## config.mk

```make
export PLATFORM = sky130hd
export DESIGN_NAME = wb_sram_responder
export DESIGN_NICKNAME = d
export VERILOG_FILES = /design/src/rtl/wb_sram_responder.sv
export SDC_FILE = /design/constraint.sdc
export NUM_CORES = 1
export LEC_CHECK = 0
export ABC_AREA = 1
export CAP_MARGIN = 10
export CORE_UTILIZATION = 44
export DETAILED_ROUTE_END_ITERATION = 6
export GPL_TIMING_DRIVEN = 0
export PLACE_DENSITY = 0.81
export SETUP_SLACK_MARGIN = 0.1
export SYNTH_ARGS = -nofsm -noshare
export SYNTH_HDL_FRONTEND = slang
export SYNTH_SLANG_ARGS = --single-unit
```

## constraint.sdc

```tcl
create_clock -name clock -period 6.05 [get_ports clock]
set_input_delay 1.21 -clock clock [delete_from_list [all_inputs] [get_ports clock]]
set_output_delay 1.21 -clock clock [all_outputs]
set_load 0.01 [all_outputs]
```

## src/rtl/wb_sram_responder.sv

```systemverilog
// Wishbone classic target in front of a single-port OpenRAM-style SRAM macro.
// One macro access per request, registered outputs, one-cycle ack/err.
module wb_sram_responder #(
  parameter int ADDR_WIDTH   = 10,
  parameter int DEPTH        = 256,
  parameter int MEM_AW       = 8,
  parameter int READ_LATENCY = 1
) (
  input  logic                  clock,
  input  logic                  reset,
  input  logic                  wb_cyc_i,
  input  logic                  wb_stb_i,
  input  logic                  wb_we_i,
  input  logic [3:0]            wb_sel_i,
  input  logic [ADDR_WIDTH-1:0] wb_addr_i,
  input  logic [31:0]           wb_dat_i,
  output logic                  wb_ack_o,
  output logic                  wb_err_o,
  output logic [31:0]           wb_dat_o,
  output logic                  mem_csb_o,
  output logic                  mem_web_o,
  output logic [3:0]            mem_wmask_o,
  output logic [MEM_AW-1:0]     mem_addr_o,
  output logic [31:0]           mem_din_o,
  input  logic [31:0]           mem_dout_i
);
  localparam int IDX_W = ADDR_WIDTH - 2;

  typedef enum logic [2:0] {IDLE, WRITE, READ, WAIT, ACK, ERR} state_t;

  state_t              state, state_nx;
  logic [1:0]          lat_cnt, lat_cnt_nx;
  logic                ack_nx, err_nx, csb_nx, web_nx;
  logic [3:0]          wmask_nx;
  logic [MEM_AW-1:0]   addr_nx;
  logic [31:0]         din_nx, dat_nx;
  logic [IDX_W-1:0]    idx;
  logic                out_of_range;
  logic                unused_addr_lsb;

  assign idx             = wb_addr_i[ADDR_WIDTH-1:2];
  assign out_of_range    = {{(32-IDX_W){1'b0}}, idx} >= 32'(DEPTH);
  assign unused_addr_lsb = &{1'b0, wb_addr_i[1:0]};

  // Every output is computed here one cycle early and registered below,
  // so nothing on the bus side reaches an output combinationally.
  always_comb begin
    state_nx   = state;
    lat_cnt_nx = lat_cnt;
    ack_nx     = 1'b0;
    err_nx     = 1'b0;
    csb_nx     = 1'b1;
    web_nx     = 1'b1;
    wmask_nx   = mem_wmask_o;
    addr_nx    = mem_addr_o;
    din_nx     = mem_din_o;
    dat_nx     = wb_dat_o;
    case (state)
      IDLE: begin
        if (wb_cyc_i && wb_stb_i) begin
          if (out_of_range) begin
            state_nx = ERR;
            err_nx   = 1'b1;
          end else begin
            addr_nx = MEM_AW'(idx);
            csb_nx  = 1'b0;
            if (wb_we_i) begin
              web_nx   = 1'b0;
              wmask_nx = wb_sel_i;
              din_nx   = wb_dat_i;
              state_nx = WRITE;
            end else begin
              wmask_nx = 4'h0;
              state_nx = READ;
            end
          end
        end
      end
      WRITE: begin
        wmask_nx = 4'h0;
        if (!wb_cyc_i) state_nx = IDLE;
        else begin
          state_nx = ACK;
          ack_nx   = 1'b1;
        end
      end
      READ: begin
        lat_cnt_nx = 2'(READ_LATENCY - 1);
        state_nx   = wb_cyc_i ? WAIT : IDLE;
      end
      WAIT: begin
        if (!wb_cyc_i) state_nx = IDLE;
        else if (lat_cnt == 2'd0) begin
          dat_nx   = mem_dout_i;
          ack_nx   = 1'b1;
          state_nx = ACK;
        end else lat_cnt_nx = lat_cnt - 2'd1;
      end
      ACK:     state_nx = IDLE;
      ERR:     state_nx = IDLE;
      default: state_nx = IDLE;
    endcase
  end

  always_ff @(posedge clock or posedge reset) begin
    if (reset) begin
      state       <= IDLE;
      lat_cnt     <= 2'd0;
      wb_ack_o    <= 1'b0;
      wb_err_o    <= 1'b0;
      wb_dat_o    <= 32'h0;
      mem_csb_o   <= 1'b1;
      mem_web_o   <= 1'b1;
      mem_wmask_o <= 4'h0;
      mem_addr_o  <= '0;
      mem_din_o   <= 32'h0;
    end else begin
      state       <= state_nx;
      lat_cnt     <= lat_cnt_nx;
      wb_ack_o    <= ack_nx;
      wb_err_o    <= err_nx;
      wb_dat_o    <= dat_nx;
      mem_csb_o   <= csb_nx;
      mem_web_o   <= web_nx;
      mem_wmask_o <= wmask_nx;
      mem_addr_o  <= addr_nx;
      mem_din_o   <= din_nx;
    end
  end
endmodule

```

; Word-level counts from Yosys, hierarchy flattened
; Index checks and enable logic that the tools add are counted.
[totals]
reg_bits = 84
in_bits = 83
out_inout_bits = 80
elab_cells = 50
[classes]
add_sub_neg = 1
n_eq_ne = 7
mux = 22
reduce_logical = 11
[ops]
columns = cell, count
row1 = $mux W3, 4
row2 = $pmux W3 S4, 1
row3 = $reduce_and A3 Y1, 3
row4 = $mux W1, 8
row5 = $mux W2, 4
row6 = $mux W4, 2
row7 = $pmux W4 S2, 1
row8 = $eq A3 B2 Y1 const B, 2
row9 = $ne A2 B2 Y1 const B, 3
row10 = $reduce_and A2 Y1, 3
row11 = $pmux W2 S2, 1
row12 = $reduce_bool A2 Y1, 2
row13 = $eq A3 B1 Y1 const B, 1
row14 = $logic_not A3 Y1, 1
row15 = $ne A3 B3 Y1 const B, 1
row16 = $logic_not A2 Y1, 1
row17 = $pmux W1 S2, 1
row18 = $sub A2 B1 Y2 const B, 1
row19 = $logic_and A1 B1 Y1, 1

; Logic depth before layout (Yosys ltp)
; Gate-level depths: netlist (run 1).
[logic_depth]
ltp_word = 4
mapped_depth = 8
depth_no_buf = 7

; Worst setup path before layout (run 1)
; OpenSTA, ideal clock, no wires.
[synth_path]
kind = input-to-reg
from = input wb_stb_i
to = register mem_din_o[10]
setup_time_ps = 117
arrival_time_ps = 1823
required_time_ps = 5933
path_slack_ps = 4110
stages = 6
path_buffers = 1
path_cell_list = nand2_1 > nor2_8 > nand2_4 > buf_6 > nand2_1 > nand2_1
[synth_via]
elab_chain_cells = 2
[synth_rtl]
columns = item, line_no
row1 = from (decl), 12  ; input logic wb_stb_i,
row2 = $logic_and A1 B1 Y1, 60  ; if (wb_cyc_i && wb_stb_i) begin
row3 = $reduce_and A3 Y1 (no line), -
row4 = to (signal assigned), 127  ; mem_din_o <= din_nx;
row5 = to (decl), 24  ; output logic [31:0] mem_din_o,
; No other way between the ends.
; A chain may end at the register's enable or synchronous reset.

; Worst setup path in the final report (run 1)
[layout_path]
from = register mem_web_o
to = output mem_web_o
[layout_rtl]
columns = item, line_no
row1 = from (decl), 21  ; output logic mem_web_o,
row2 = from (signal assigned), 124  ; mem_web_o <= web_nx;
; No word-level cell between the ends.

==> results.toml, run 1 <==
[place]
gp_congestion = 0.795
dp_hpwl_um = 6640
portBuffers = 159
dp_slack_ps = 3290

[pwr]
p_per_area_nw_per_um2 = 460
p_leak_nw = 2.65
max-vdd-ir-drop_v = 0.000246
total_power_mw = 2.46

[cts]
clock_latency_ps = 350
cts_buffers = 9
cts_num_sinks = 84
cts_resized = 0
cts_root_buffer = "clkbuf_8"
holdBufCountCts = 0
cts_setup_buffers = 0
path_clk_slew_ps = 70
cts_tree = "yes"
htreeDepth = 3
cts_buffer_depth = 2

[drt]
met3WireLength_um = 901
drc_errors = 0
vias_per_cell = 4.86
top_layer = "met4"
met2_length_um = 4070
drt-wirelength-per-cell_um = 13.8
ant_nets = 0
drtPass1Iterations = 4
m1WireLength_um = 3880
drt-total-wl_um = 9010
initialDrtViolationCount = 137
vias = 3178

[sta]
fin_hold_ws_ps = 472
setup_viol = 0
hold_violations = 0
setup_slack_ps = 3420
max_freq_mhz = 381
period_share_pct = 43.4
layout_min_cycle_time_ps = 2630
tns_ps = 0
drv_slew = 0
rsz0062_at_grt = "false"
finClkSkew_ps = 10.2

[logic_synthesis]
synth_seq_area_share_pct = 61.4
yosys.area.top_type = "dfrtp_1"
synth_nets = 464
synth_top_cell_area_share_pct = 59.9
yosysWarnings = 0
synth_top_cells_by_area = "dfrtp_1, nand2_1, nand3_1, dfstp_2, buf_2"
ys_types = 19
postSynthAreaPerCell_sq_um = 9.02
ys_ff_latch = 84
syn_area_sq_um = 3430
synthCells = 380

[setup_path]
crit_start = "mem_web_o"
startpoint_type = "flip-flop"
endpoint_kind = "output port"
r2r_slack_ps = 4550
cpLargestDelayFamily = "buffers and inverters"
cp_max_fo = 1
critPathMaxStageDelay_ps = 550
worst_r2r_endpoint = "wb_dat_o[30]"
reg2reg_from = "lat_cnt[0]"
cp.depth = 1
slowest_stage = "clkdlybuf4s50_1"
crit_buf_inv = 1
r2r_cells = 7
worstPathArrival_ps = 1420
worstPathCellList = "clkdlybuf4s50_1"
cp_data_required_time_ps = 4840
crit_type = "reg -> out"

[grt]
grt_pass1_vias = 3093
antenna_found_initial = 0
grt_usage_pct = 23.8
grt_overflow_total = 0
grt_pass1_wl_um = 15200
grt_max_degree = 51

[hold_path]
hold_class = "reg -> reg"
whs_endpoint = "wb_dat_o[24]"
hold_depth = 2
min_from = "wb_dat_o[24]"

[die]
die_area_sq_um = 8140
die_x_um = 90.2
start_util_pct = 46.5
coreArea_sq_um = 7370
boundaryPins = 163
rows = 31
die_h_um = 90.2

[final_layout]
finalCoreUtilization_pct = 72.7
nets = 635
nFillCells = 564
drive_gt1_share_pct = 7.03
n_antenna_cell = 0
syn2layout_area_growth_pct = 56.4

[job]
maxCapViolations = 0

[outcome]
status = "complete, no violations"
-- Yosys cell counts --
cell type  number
buf_1           2
buf_2           9
buf_4           5
buf_6           3
clkbuf_1        3
conb_1          1
dfrtp_1        82
dfstp_2         2
ha_1            1
inv_1           8
nand2_1       171
nand2_2         1
nand2_4         1
nand3_1        82
nand4_1         1
nor2_1          3
nor2_4          2
nor2_8          1
nor3_1          2
-- report_power, final --
| group | leakage, nW | switching [mW] | internal, mW |
|---|---|---|---|
| clock | 0.0962 | 0.187 | 0.199 |
| sequential | 1.07 | 0.141 | 0.817 |
| combinational | 1.48 | 0.521 | 0.598 |
-- layout make-up --
class                           instances  area (sq um)  share of cell area [%]
Buffer                                 22           135                    2.52
Clock buffer                           12           145                    2.71
Clock inverter                          3          40.0                   0.747
Inverter                                8          32.5                   0.607
Multi-Input combinational cell        266          1160                    21.6
Sequential cell                        84          2100                    39.3
Tap cell                               99           124                    2.31
Timing Repair Buffer                  160          1620                    30.2
-- kinds of logic (layout without fill, tap and decap cells) --
group,count (synthesis),in the layout,share of synthesized area (%)
and+or+nand+nor,264,264,33.3
adders and majority gates,1,1,0.365
buffers and inverters,30,205,4.82
other,1,1,0.109
DFF,84,84,61.4
-- state kept, by name (all words and copies together) (netlist names) --
name	cells
mem_csb_o	1
state	3
mem_din_o	32
mem_addr_o	8
lat_cnt	2
wb_ack_o	1
wb_dat_o	32
mem_wmask_o	4
mem_web_o	1
-- through the flow --
stage	area [sq um]	cells
after floorplan	3430	380
after global placement	5140	638
after detailed placement	5170	639
after CTS	5360	654
after global routing	5360	654
final	5360	654
-- layout by cell type (no fill, tap or decap), drive strengths merged --
cell,count
nor3,2
clkdlybuf4s50,159
inv,8
clkinv,2
buf,20
clkbuf,15
bufinv,1
dfrtp,82
conb,1
nand4,1
ha,1
nor2,6
nand2,173
nand3,82
dfstp,2
-- worst max-delay path by stage --
stage | end | slack (ps)
after floorplan | lat_cnt[0] | 2680
after global placement | mem_din_o[14] | 1350
after detailed placement | mem_din_o[9] | 3290
after CTS | mem_web_o | 3410
after global routing | mem_web_o | 3400
final | mem_web_o | 3420
-- per-layer routing --
layer | vias to the layer above | GRT usage (%)
met5 | - | 0
met4 | 0 | 8.87
met1 | 1469 | 30.6
li1 | 1555 | -
met3 | 15 | 7.28
met2 | 139 | 37.8
No activity file was read; power rests on OpenSTA's default activity.
==> inputs of run 2 (changes only) <==
--- a/config.mk
+++ b/config.mk
@@ -7,10 +7,10 @@
 export LEC_CHECK = 0
 export ABC_AREA = 1
 export CAP_MARGIN = 10
-export CORE_UTILIZATION = 44
+export CORE_UTILIZATION = 41
 export DETAILED_ROUTE_END_ITERATION = 6
 export GPL_TIMING_DRIVEN = 0
-export PLACE_DENSITY = 0.81
+export PLACE_DENSITY = 0.76
 export SETUP_SLACK_MARGIN = 0.1
 export SYNTH_ARGS = -nofsm -noshare
 export SYNTH_HDL_FRONTEND = slang
==> constraint.sdc (replaced) <==
create_clock -name clock -period 2.7 [get_ports clock]
set_input_delay 0.54 -clock clock [delete_from_list [all_inputs] [get_ports clock]]
set_output_delay 0.54 -clock clock [all_outputs]
set_load 0.01 [all_outputs]
==> results.toml, run 2 (synthesis results as in run 1) <==
[outcome]
status = "complete, no violations"

[sta]
tns_ps = 0
layout_min_cycle_time_ps = 1950
max_freq_mhz = 512
hold_violations = 0
period_share_pct = 72.3
rsz0062_at_grt = "false"
finClkSkew_ps = 9.35
setup_viol = 0
drv_slew = 0

[grt]
grt_pass1_vias = 3204
grt_max_degree = 42
grt_overflow_total = 0
antenna_found_initial = 0
grt_usage_pct = 22.1
grt_pass1_wl_um = 15100

[setup_path]
reg2reg_from = "lat_cnt[0]"
crit_type = "reg -> out"
critPathMaxStageDelay_ps = 560
crit_buf_inv = 1
cp_max_fo = 1
worstPathArrival_ps = 1410
startpoint_type = "flip-flop"
cp_data_required_time_ps = 2160
worstPathCellList = "clkdlybuf4s50_1"
crit_start = "mem_web_o"
endpoint_kind = "output port"
cpLargestDelayFamily = "buffers and inverters"
slowest_stage = "clkdlybuf4s50_1"

[die]
die_area_sq_um = 8730
die_x_um = 93.4
coreArea_sq_um = 7890
boundaryPins = 163
die_h_um = 93.4
rows = 32
start_util_pct = 43.4

[pwr]
max-vdd-ir-drop_v = 0.000530
total_power_mw = 5.55
p_per_area_nw_per_um2 = 1030
p_leak_nw = 2.66

[final_layout]
syn2layout_area_growth_pct = 57.4
drive_gt1_share_pct = 7.54
regArea_sq_um = 2100
n_antenna_cell = 0
nets = 636
multi_input_area_sq_um = 1160
top_regs = "mem_din_o (32), wb_dat_o (32), mem_addr_o (8)"
layout_common_cells = "nand2_1, clkdlybuf4s50_1, nand3_1, dfrtp_1, clkbuf_8"
layout_commonest_cell = "nand2_1"
nFillCells = 631

[drt]
initialDrtViolationCount = 138
vias_per_cell = 4.79
drt-total-wl_um = 8980
vias = 3155
drtPass1Iterations = 4
drt-wirelength-per-cell_um = 13.6
drc_errors = 0
ant_nets = 0

[hold_path]
min_from = "wb_dat_o[0]"
hold_class = "reg -> reg"

[cts]
path_clk_slew_ps = 80
cts_root_buffer = "clkbuf_8"
cts_tree = "yes"
clock_latency_ps = 340
cts_num_sinks = 84
htreeDepth = 3
cts_setup_buffers = 0
cts_resized = 0
holdBufCountCts = 0
cts_buffers = 9
cts_buffer_depth = 2

[place]
dp_hpwl_um = 6780
gp_congestion = 0.767
portBuffers = 159

[job]
maxCapViolations = 0
-- run 2: changes by cell type in the layout (fill, tap and decap cells not counted) --
cell / previous run / this run
buf_16: 1 / 0
buf_12: 0 / 2
clkinvlp_4: 0 / 2
clkbuf_8: 10 / 11
inv_4: 1 / 0
clkbuf_1: 5 / 4
-- run 2: final cells by class --
class | count | area share (%)
timing repair buffer | 161 | 30.3
clock buffer | 12 | 2.88
buffer | 22 | 2.51
clock inverter | 4 | 0.882
tap | 102 | 2.37
sequential | 84 | 39.0
multi-input combinational | 266 | 21.4
inverter | 8 | 0.627
-- run 2: metal layers --
layer | GRT usage (%) | part of all wire (%)
met5 | 0 | 0
met1 | 26.5 | 41
met4 | 8.08 | 1.8
met2 | 36.8 | 46
met3 | 7.64 | 11
-- run 2: report_power, final --
part           total [mW]  switching, mW  internal (mW)
combinational        2.50           1.15           1.34
clock               0.903          0.427          0.476
sequential           2.15          0.320           1.83
total                5.55           1.90           3.65
-- run 2: per-stage QoR --
step	hold WS [ps]	setup WS, ps	std cells	instance area, sq um	utilization, %
detailed placement	458	617	643	5190	65.8
floorplan	476	1200	380	3430	-
global route	498	712	659	5390	68.4
global placement	453	253	641	5150	65.3
finish	472	748	659	5390	68.4
CTS	477	733	659	5390	68.4
-- run 2: final timing paths --
check | to | slack [ps] | depth (start not counted)
worst min register to register | wb_dat_o[0] | 470 | 2
min in group asynchronous | mem_din_o[6] | 550 | 2
max in group asynchronous | mem_csb_o | 1540 | 3
worst max-delay path | mem_web_o | 750 | 1
worst min-delay path | wb_dat_o[0] | 470 | 2
worst max register to register | wb_dat_o[29] | 1220 | 7
-- run 2: tightest hold or removal path: stages (launching register included) --
cell and delay, ps:
dfrtp_1 340, nand2_1 50, nand2_1 50
==> inputs of run 3 (changes only) <==
==> constraint.sdc (replaced) <==
create_clock -name clock -period 2.05 [get_ports clock]
set_input_delay 0.41 -clock clock [delete_from_list [all_inputs] [get_ports clock]]
set_output_delay 0.41 -clock clock [all_outputs]
set_load 0.01 [all_outputs]
==> results of run 3 <==
Same layout as run 2 (identical final DEF). Status: complete, no violations.
Among the figures that moved: setup slack after placement 617 ps -> 97.4 ps; setup slack after layout 748 ps -> 228 ps; hold slack 472 ps -> 422 ps; register-to-register setup slack 1220 ps -> 570 ps; total power 5.55 mW -> 7.31 mW; worst IR drop on VDD 0.000530 V -> 0.000698 V
